==> config.mk <==
export PLATFORM = sky130hd
export DESIGN_NAME = multicycle_control
export DESIGN_NICKNAME = d
export VERILOG_FILES = /design/src/rtl/riscv_pkg.sv /design/src/rtl/instr_class_dec.sv /design/src/rtl/multicycle_control.sv
export SDC_FILE = /design/constraint.sdc
export NUM_CORES = 1
export LEC_CHECK = 0
export ABC_AREA = 1
export CAP_MARGIN = 20
export CORE_ASPECT_RATIO = 0.8
export CORE_MARGIN = 5
export CORE_UTILIZATION = 36
export DETAILED_ROUTE_END_ITERATION = 6
export PLACE_DENSITY = 0.89
export RECOVER_POWER = 50
export SKIP_LAST_GASP = 1
export SLEW_MARGIN = 10
export SYNTH_ARGS = -nofsm -noshare
export SYNTH_HDL_FRONTEND = slang
export SYNTH_HIERARCHICAL = 1
export SYNTH_SLANG_ARGS = --single-unit
==> constraint.sdc <==
create_clock -name clk -period 1.6 [get_ports clk]
set_input_delay 0.4 -clock clk [delete_from_list [all_inputs] [get_ports clk]]
set_output_delay 0.4 -clock clk [all_outputs]
set_load 0.1 [all_outputs]
==> src/rtl/riscv_pkg.sv <==
// riscv_pkg: shared constants for the multicycle RV32 control path.
// Holds the opcode values, FSM state encoding, instruction classes and the
// aluOp / immSel / pcSrc control codes used by multicycle_control and instr_class_dec.
package riscv_pkg;

   localparam logic [6:0] OPC_OP     = 7'b0110011;
   localparam logic [6:0] OPC_OPIMM  = 7'b0010011;
   localparam logic [6:0] OPC_LOAD   = 7'b0000011;
   localparam logic [6:0] OPC_STORE  = 7'b0100011;
   localparam logic [6:0] OPC_BRANCH = 7'b1100011;

   // Encoding is visible on the debug state port, so values are fixed.
   typedef enum logic [2:0] {
      S_IDLE   = 3'd0,
      S_FETCH  = 3'd1,
      S_DECODE = 3'd2,
      S_EXEC   = 3'd3,
      S_MEM    = 3'd4,
      S_WB     = 3'd5,
      S_HALT   = 3'd6
   } state_t;

   typedef enum logic [2:0] {
      CLS_OP      = 3'd0,
      CLS_OPIMM   = 3'd1,
      CLS_LOAD    = 3'd2,
      CLS_STORE   = 3'd3,
      CLS_BRANCH  = 3'd4,
      CLS_ILLEGAL = 3'd5
   } instr_class_t;

   localparam logic [1:0] ALU_ADD   = 2'b00;
   localparam logic [1:0] ALU_SUB   = 2'b01;
   localparam logic [1:0] ALU_FUNCT = 2'b10;

   localparam logic [1:0] IMM_I = 2'b00;
   localparam logic [1:0] IMM_S = 2'b01;
   localparam logic [1:0] IMM_B = 2'b10;

   localparam logic [1:0] PC_PLUS4  = 2'b00;
   localparam logic [1:0] PC_BRANCH = 2'b01;

endpackage

==> src/rtl/instr_class_dec.sv <==
// instr_class_dec: combinational instruction classifier.
// Ports: instr (32b IR contents) in; cls (OP/OPIMM/LOAD/STORE/BRANCH/ILLEGAL) out.
// Only opcode and funct3 are inspected; any unsupported combination is ILLEGAL.
module instr_class_dec
   import riscv_pkg::*;
(
   input  logic [31:0]  instr,
   output instr_class_t cls
);

   logic [6:0] opcode;
   logic [2:0] funct3;
   logic       unused_bits;

   assign opcode      = instr[6:0];
   assign funct3      = instr[14:12];
   assign unused_bits = ^{instr[31:15], instr[11:7]};

   always_comb begin
      cls = CLS_ILLEGAL;
      case (opcode)
         OPC_OP:     if (funct3 == 3'b000) cls = CLS_OP;
         OPC_OPIMM:  if (funct3 == 3'b000) cls = CLS_OPIMM;
         OPC_LOAD:   if (funct3 == 3'b010) cls = CLS_LOAD;
         OPC_STORE:  if (funct3 == 3'b010) cls = CLS_STORE;
         OPC_BRANCH: if (funct3[2:1] == 2'b00) cls = CLS_BRANCH;
         default:    cls = CLS_ILLEGAL;
      endcase
   end

endmodule

==> src/rtl/multicycle_control.sv <==
// multicycle_control: FSM sequencing a multicycle RV32 subset datapath.
// Ports: clk, rst_n (async active-low); instr/zero/memReady in; memory, IR/PC, ALU,
// writeback strobes, debug state, halt/busErr out. Define INSTR_CNT_EN to add instrCnt.
module multicycle_control
   import riscv_pkg::*;
#(
   parameter int unsigned TIMEOUT_CYCLES = 16
)
(
   input  logic        clk,
   input  logic        rst_n,
   input  logic [31:0] instr,
   input  logic        zero,
   input  logic        memReady,
   output logic        memReq,
   output logic        memWe,
   output logic        memSel,
   output logic        irWrite,
   output logic        pcWrite,
   output logic [1:0]  pcSrc,
   output logic [1:0]  immSel,
   output logic        aluSrcB,
   output logic [1:0]  aluOp,
   output logic        regWrite,
   output logic        memToReg,
   output logic [2:0]  state,
   output logic        halt,
   output logic        busErr
`ifdef INSTR_CNT_EN
   ,
   output logic [31:0] instrCnt
`endif
);

   // Counter only has to reach TIMEOUT_CYCLES-1 before the halting transition.
   localparam int unsigned WCW = (TIMEOUT_CYCLES > 1) ? $clog2(TIMEOUT_CYCLES) : 1;

   state_t       state_q, state_nxt;
   instr_class_t dec_cls, cls_q;
   logic [WCW-1:0] wait_cnt, wait_nxt;
   logic         bus_err_q;
   logic         timeout_hit;
   logic         timeout_take;

   instr_class_dec u_dec (
      .instr (instr),
      .cls   (dec_cls)
   );

   assign state = state_q;

   // Fires on the not-ready cycle that would bring the count up to TIMEOUT_CYCLES.
   assign timeout_hit = (TIMEOUT_CYCLES != 0) &&
                        (32'(wait_cnt) == TIMEOUT_CYCLES - 32'd1);

   always_comb begin
      state_nxt    = state_q;
      timeout_take = 1'b0;
      memReq       = 1'b0;
      memWe        = 1'b0;
      memSel       = 1'b0;
      irWrite      = 1'b0;
      pcWrite      = 1'b0;
      pcSrc        = PC_PLUS4;
      immSel       = IMM_I;
      aluSrcB      = 1'b0;
      aluOp        = ALU_ADD;
      regWrite     = 1'b0;
      memToReg     = 1'b0;
      halt         = 1'b0;
      busErr       = 1'b0;
      case (state_q)
         S_IDLE: state_nxt = S_FETCH;
         S_FETCH: begin
            memReq = 1'b1;
            memSel = 1'b0;
            if (memReady) begin
               irWrite   = 1'b1;
               pcWrite   = 1'b1;
               pcSrc     = PC_PLUS4;
               state_nxt = S_DECODE;
            end else if (timeout_hit) begin
               timeout_take = 1'b1;
               state_nxt    = S_HALT;
            end
         end
         S_DECODE: state_nxt = (dec_cls == CLS_ILLEGAL) ? S_HALT : S_EXEC;
         S_EXEC: begin
            case (cls_q)
               CLS_OP, CLS_OPIMM: begin
                  aluOp     = ALU_FUNCT;
                  aluSrcB   = (cls_q == CLS_OPIMM);
                  immSel    = IMM_I;
                  state_nxt = S_WB;
               end
               CLS_LOAD, CLS_STORE: begin
                  aluOp     = ALU_ADD;
                  aluSrcB   = 1'b1;
                  immSel    = (cls_q == CLS_STORE) ? IMM_S : IMM_I;
                  state_nxt = S_MEM;
               end
               CLS_BRANCH: begin
                  aluOp   = ALU_SUB;
                  aluSrcB = 1'b0;
                  immSel  = IMM_B;
                  // funct3[0] inverts the sense: BEQ takes on zero, BNE on non-zero.
                  if (zero ^ instr[12]) begin
                     pcWrite = 1'b1;
                     pcSrc   = PC_BRANCH;
                  end
                  state_nxt = S_FETCH;
               end
               default: state_nxt = S_HALT;
            endcase
         end
         S_MEM: begin
            // Address stays on the ALU result, so the EXEC controls are held.
            memReq  = 1'b1;
            memSel  = 1'b1;
            memWe   = (cls_q == CLS_STORE);
            aluOp   = ALU_ADD;
            aluSrcB = 1'b1;
            immSel  = (cls_q == CLS_STORE) ? IMM_S : IMM_I;
            if (memReady) begin
               state_nxt = (cls_q == CLS_STORE) ? S_FETCH : S_WB;
            end else if (timeout_hit) begin
               timeout_take = 1'b1;
               state_nxt    = S_HALT;
            end
         end
         S_WB: begin
            regWrite  = 1'b1;
            memToReg  = (cls_q == CLS_LOAD);
            state_nxt = S_FETCH;
         end
         S_HALT: begin
            halt   = 1'b1;
            busErr = bus_err_q;
         end
         default: state_nxt = S_IDLE;
      endcase
   end

   always_comb begin
      wait_nxt = '0;
      if ((state_q == S_FETCH || state_q == S_MEM) && !memReady && state_nxt == state_q)
         wait_nxt = wait_cnt + 1'b1;
   end

   always_ff @(posedge clk or negedge rst_n) begin
      if (!rst_n) begin
         state_q   <= S_IDLE;
         cls_q     <= CLS_OP;
         wait_cnt  <= '0;
         bus_err_q <= 1'b0;
      end else begin
         state_q   <= state_nxt;
         wait_cnt  <= wait_nxt;
         bus_err_q <= bus_err_q | timeout_take;
         if (state_q == S_DECODE)
            cls_q <= dec_cls;
      end
   end

`ifdef INSTR_CNT_EN
   logic retire;
   assign retire = (state_q == S_EXEC || state_q == S_MEM || state_q == S_WB) &&
                   (state_nxt == S_FETCH);

   always_ff @(posedge clk or negedge rst_n) begin
      if (!rst_n)
         instrCnt <= '0;
      else if (retire)
         instrCnt <= instrCnt + 32'd1;
   end
`endif

endmodule

# Word-level counts from Yosys, hierarchy flattened
# Cells that the tools add are included.
[totals] elab_cells=77 input_bits=36 out_inout_bits=19 reg_bits=11
[op_classes] n_eq_ne=19 n_reduce_logical=12 mux=39 add_sub_neg=1 bitwise_logic=2
[op_table] operator="$mux W3" count=9
[op_table] operator="$mux W1" count=19
[op_table] operator="$pmux W3 S6" count=1
[op_table] operator="$eq A3 B2 Y1 const B" count=5
[op_table] operator="$eq A3 B3 Y1 const B" count=5
[op_table] operator="$pmux W3 S5" count=1
[op_table] operator="$eq A7 B6 Y1 const B" count=2
[op_table] operator="$pmux W2 S2" count=3
[op_table] operator="$logic_not A3 Y1" count=3
[op_table] operator="$pmux W3 S3" count=1
[op_table] operator="$reduce_or A2 Y1" count=4
[op_table] operator="$eq A7 B2 Y1 const B" count=1
[op_table] operator="$eq A7 B5 Y1 const B" count=1
[op_table] operator="$eq A7 B7 Y1 const B" count=1
[op_table] operator="$eq A3 B1 Y1 const B" count=2
[op_table] operator="$pmux W1 S2" count=3
[op_table] operator="$add A4 B1 Y4 const B" count=1
[op_table] operator="$eq A4 B4 Y1 const B" count=1
[op_table] operator="$mux W4" count=1
[op_table] operator="$eq A3 B3 Y1" count=1
[op_table] operator="$logic_and A1 B1 Y1" count=2
[op_table] operator="$logic_not A2 Y1" count=1
[op_table] operator="$mux W2" count=1
[op_table] operator="$logic_not A1 Y1" count=1
[op_table] operator="other kinds (3)" count=3

# Logic depth before layout (Yosys ltp)
[depth] depth_word=9 ltp_mapped=11 ltp_nobuf=11

# Hierarchy
# The synthesis kept the hierarchy.
[modules_own_cells] module="multicycle_control" area_each_um2=686.9 cells_per_inst=96 n_inst=1 seq_area_each_um2=275.3
[modules_own_cells] module="instr_class_dec" area_each_um2=172.7 cells_per_inst=39 n_inst=1 seq_area_each_um2=0.0

# Worst setup path before layout
# OpenSTA, ideal clock, no wires.
[synth_timing] path_type="register -> output" startpoint="reg state_q[0] (netlist: state[0])" endpoint="out aluSrcB" t_required_ns=1.200 stages_incl_launch_ff=5 path_buffers=0 arrival_time_ns=3.634 setup_slack_ns=-2.434 cell_sequence="dfrtp_1 nand2_1 nor2_2 inv_2 o31ai_1"
[synth_between] elab_chain_cells=2 word_cells_on_any_way=3 cone_classes="eq/ne (2); mux (1)"
[synth_lines] item="start: declaration" line="multicycle_control.sv:38" source="state_t state_q, state_nxt;"
[synth_lines] item="start signal: assignment" line="multicycle_control.sv:157" source="state_q <= state_nxt;"
[synth_lines] item="$eq A3 B3 Y1 or $eq A3 B2 Y1 (tied branches)" line="multicycle_control.sv:72" source="case (state_q)"
[synth_lines] item="$pmux W1 S2 *" line="multicycle_control.sv:72"
[synth_lines] item="end: declaration" line="multicycle_control.sv:22" source="output logic aluSrcB,"
# Mark *: on every way between the ends. The rest lies on a longest branch, timed or not.

# Worst setup path in the final report
[layout_timing] startpoint="reg state_q[0] (netlist: state[0])" endpoint="out pcSrc[0]"
[layout_between] elab_chain_cells=2
[layout_lines] item="$eq A3 B2 Y1" line="multicycle_control.sv:72"
[layout_lines] item="$mux W1"
[layout_lines] item="end: declaration" line="multicycle_control.sv:20" source="output logic [1:0] pcSrc,"
# No other way between the ends.

==> key figures <==
Outcome
  • Status: finished with violations
  • Violated checks: setup timing

Worst setup path
  • Worst-path cell with the longest stage delay: dfrtp_4
  • R2r endpoint: state[1]
  • Critical path buffers and inverters: 3
  • Worst Path Required: 1200 ps
  • Arr. time, crit path: 1540 ps
  • Critical Path Max Stage Delay: 480 ps
  • R2R cell count: 8
  • Element type at the critical path end: primary output
  • CP Cell Sequence: nand2_4, nor2_4, inv_4, nor2_4, nand2_4, clkinvlp_4, buf_12
  • Critical R2R Launch: state[0]
  • Worst setup path class: reg2out
  • CP max FO: 6
  • Register-to-register setup slack: 50 ps
  • Critical path startpoint: state[0]
  • CP delay by family, top: flip-flops
  • Setup crit start kind: flip-flop
  • Stages on the worst setup path: 7
  • Critical path capture point: pcSrc[0]

Routing
  • Routed Antenna Nets: 0
  • Vias per inst: 5.61
  • Initial DRC count: 117
  • Drt pass-1 iters: 4
  • Routed via count: 1250
  • Routed wire length: 4180 um
  • Post-route DRC: 0
  • Avg WL per Cell: 18.7 um

Global route
  • GRT overflow: 0
  • Pin count of the biggest net entering global routing: 12
  • Vias in the first global route: 1290
  • First-pass GRT wire length: 6130 um
  • Initial antenna violation count: 0
  • All-Layer GR Usage: 0.238

Clocking
  • Skew-Pair Late Insertion Delay: 280 ps
  • Hold_buf cts: 0
  • Reg clk slew, reported paths: 80 ps
  • Cts bufs inserted: 3
  • # clock sinks: 11
  • CTS root buf: clkbuf_4
  • Worst-case clock buffer depth: 2
  • CTS tree: yes
  • # H-tree levels: 1

Floorplanning
  • Starting Density: 0.388
  • Ports: 55
  • Chip height: 53.7 um
  • Die footprint: 3470 um^2
  • Core area: 2210 um^2
  • Row count: 15
  • Width of the chip: 64.6 um

Timing
  • Fin. Hold Viols: 0
  • Max-slew headroom: 0.604
  • Fin worst setup slack: -343 ps
  • RSZ-0062 raised after global routing: yes
  • Worst Max-Slew Pin Slew: 592 ps
  • FMAX: 515 MHz
  • Fin crit share: 1.21
  • Final period demand of the worst path: 1940 ps
  • Setup-violating endpoint count in the final report: 17
  • Slew Limit Fails: 0
  • Clock skew: 2.35 ps

Layout
  • Register area: 288 um^2
  • Core Util, Final: 0.851
  • Fill count: 94
  • Area Overhead vs Synth: 119%
  • Final Net Count: 236
  • Design Area, Final: 1880 um^2
  • Area of the multi-input gates: 673 um^2
  • Ant diodes: 0
  • Fraction of layout cells with a size suffix above 1: 0.566

Flow run
  • MaxCap Viol Count: 0

Synthesis
  • Register area share after synthesis: 0.320
  • Syn Inst Count: 135
  • FF+latch count, synth: 11
  • Mapped cell area: 860 um^2
  • Synth Warn #: 6
  • Unique masters post-synth: 21
  • Ys flop type: dfrtp_1
  • Number of synthesized flops with an enable pin: 0
  • Async SR Flop Fraction: 1.00
  • Mean Syn Cell Area: 6.37 um^2
  • Syn Nets: 172

Pwr
  • Total Power: 3.10 mW
  • Leak pwr: 0.909 nW
  • VDD IR max: 0.00102 V
  • Pwr Density: 1650 nW/um^2

Place
  • Number of port buffers: 31
  • Detail Placement HPWL: 2410 um
  • Gp weighted congestion: 0.841
  • DP Area: 1680 um^2

Hold path
  • Hold Crit Class: reg2reg
  • WHS Path Cells: 1
[worst register-to-register path, stage by stage (launching register included)]
cell        delay, ps
dfrtp_4           530
buf_4             160
nand4_1           110
buf_6             150
clkinvlp_4        110
buf_4             140
buf_4             120
nor2_2             60
nand3_1            70
[power by group]
| group | switching [mW] | total (mW) | internal [mW] |
|---|---|---|---|
| combinational | 1.55 | 2.42 | 0.868 |
| sequential | 0.112 | 0.476 | 0.364 |
| clock | 0.110 | 0.206 | 0.0969 |
[kinds of logic (layout without fill, tap and decap cells)]
group / count (synthesis) / in the layout / synth area share
XOR/XNOR: 3 / 3 / 0.0306
buffers and inverters: 30 / 93 / 0.135
other: 1 / 1 / 0.00436
AO/OA/AOI/OAI: 9 / 9 / 0.0553
flip-flops: 11 / 11 / 0.320
AND/OR/NAND/NOR: 80 / 80 / 0.440
adder cells (fa/ha/maj): 1 / 1 / 0.0146
[cell usage after synthesis (2+ instances only)]
library cell	number	share of area
nand2_2	2	0.015
o21ai_1	2	0.012
dfrtp_1	11	0.32
nor2_2	5	0.036
a21oi_1	6	0.035
nand3_1	18	0.10
nand2_1	24	0.10
xor2_1	2	0.020
nor3_1	4	0.023
inv_1	24	0.10
inv_2	5	0.022
nand4_1	4	0.029
nor2_1	20	0.087
[per-layer routing]
layer	routed length (um)	GRT usage	share of wire
met3	265	0.0418	0.063
met2	2080	0.445	0.50
met5	0	0	0
met4	325	0.161	0.078
met1	1510	0.250	0.36
[layout by cell type, fill, tap and decap left out, types with 2 or more instances in the layout]
cell type	Yosys	final
clkdlybuf4s50_1	0	2
buf_6	0	3
nand2_2	2	7
nor2_4	1	8
inv_2	5	10
nand2_1	24	15
nor2_2	5	6
dfrtp_1	11	7
buf_4	1	26
clkinvlp_4	0	4
nand4_1	4	4
a21oi_2	0	3
dfrtp_4	0	3
inv_1	24	13
nand3_1	18	12
clkbuf_4	0	3
nor2_1	20	12
buf_12	0	18
dlymetal6s2s_1	0	8
inv_4	0	2
nor3_4	0	3
nand3_2	1	6
nand2_4	0	4
a21oi_1	6	3
dlygate4sd2_1	0	2
[area by class of cell]
class,count,area share
well taps,25,0.0166
inverters,29,0.0684
flip-flops and latches,11,0.153
clock buffers,4,0.0139
multi-input cells,94,0.357
repair buffers,60,0.391
[per-stage QoR]
stage,std cells,setup WS [ps],hold slack [ps],TNS [ps]
2_1_floorplan,135,-766,104,-7520
3_3_place_gp,213,-271,442,-1390
3_5_place_dp,213,-348,467,-1860
4_1_cts,221,-294,472,-3740
5_1_grt,223,-403,495,-5400
6_report,223,-343,476,-4550
[how the worst min path moves through the flow]
stage / from / to / slack [ps]
global placement: wait_cnt[0] / wait_cnt[0] / 440
finish: wait_cnt[0] / wait_cnt[0] / 480
CTS: wait_cnt[0] / wait_cnt[0] / 470
global route: wait_cnt[0] / wait_cnt[0] / 500
detailed placement: wait_cnt[0] / wait_cnt[0] / 470
floorplan: rst_n / bus_err_q / 100
[sequential cells by signal, indices dropped and copies added (netlist names)]
signal / flops
wait_cnt: 4
cls_q: 3
state: 3
bus_err_q: 1
[timing repair]
item,in CTS,in global routing
buffers inserted,4,2
gates resized for setup,25,21
endpoints found under the setup margin,16,21
pin swaps,13,13
Power figures use the tool's default switching activity.
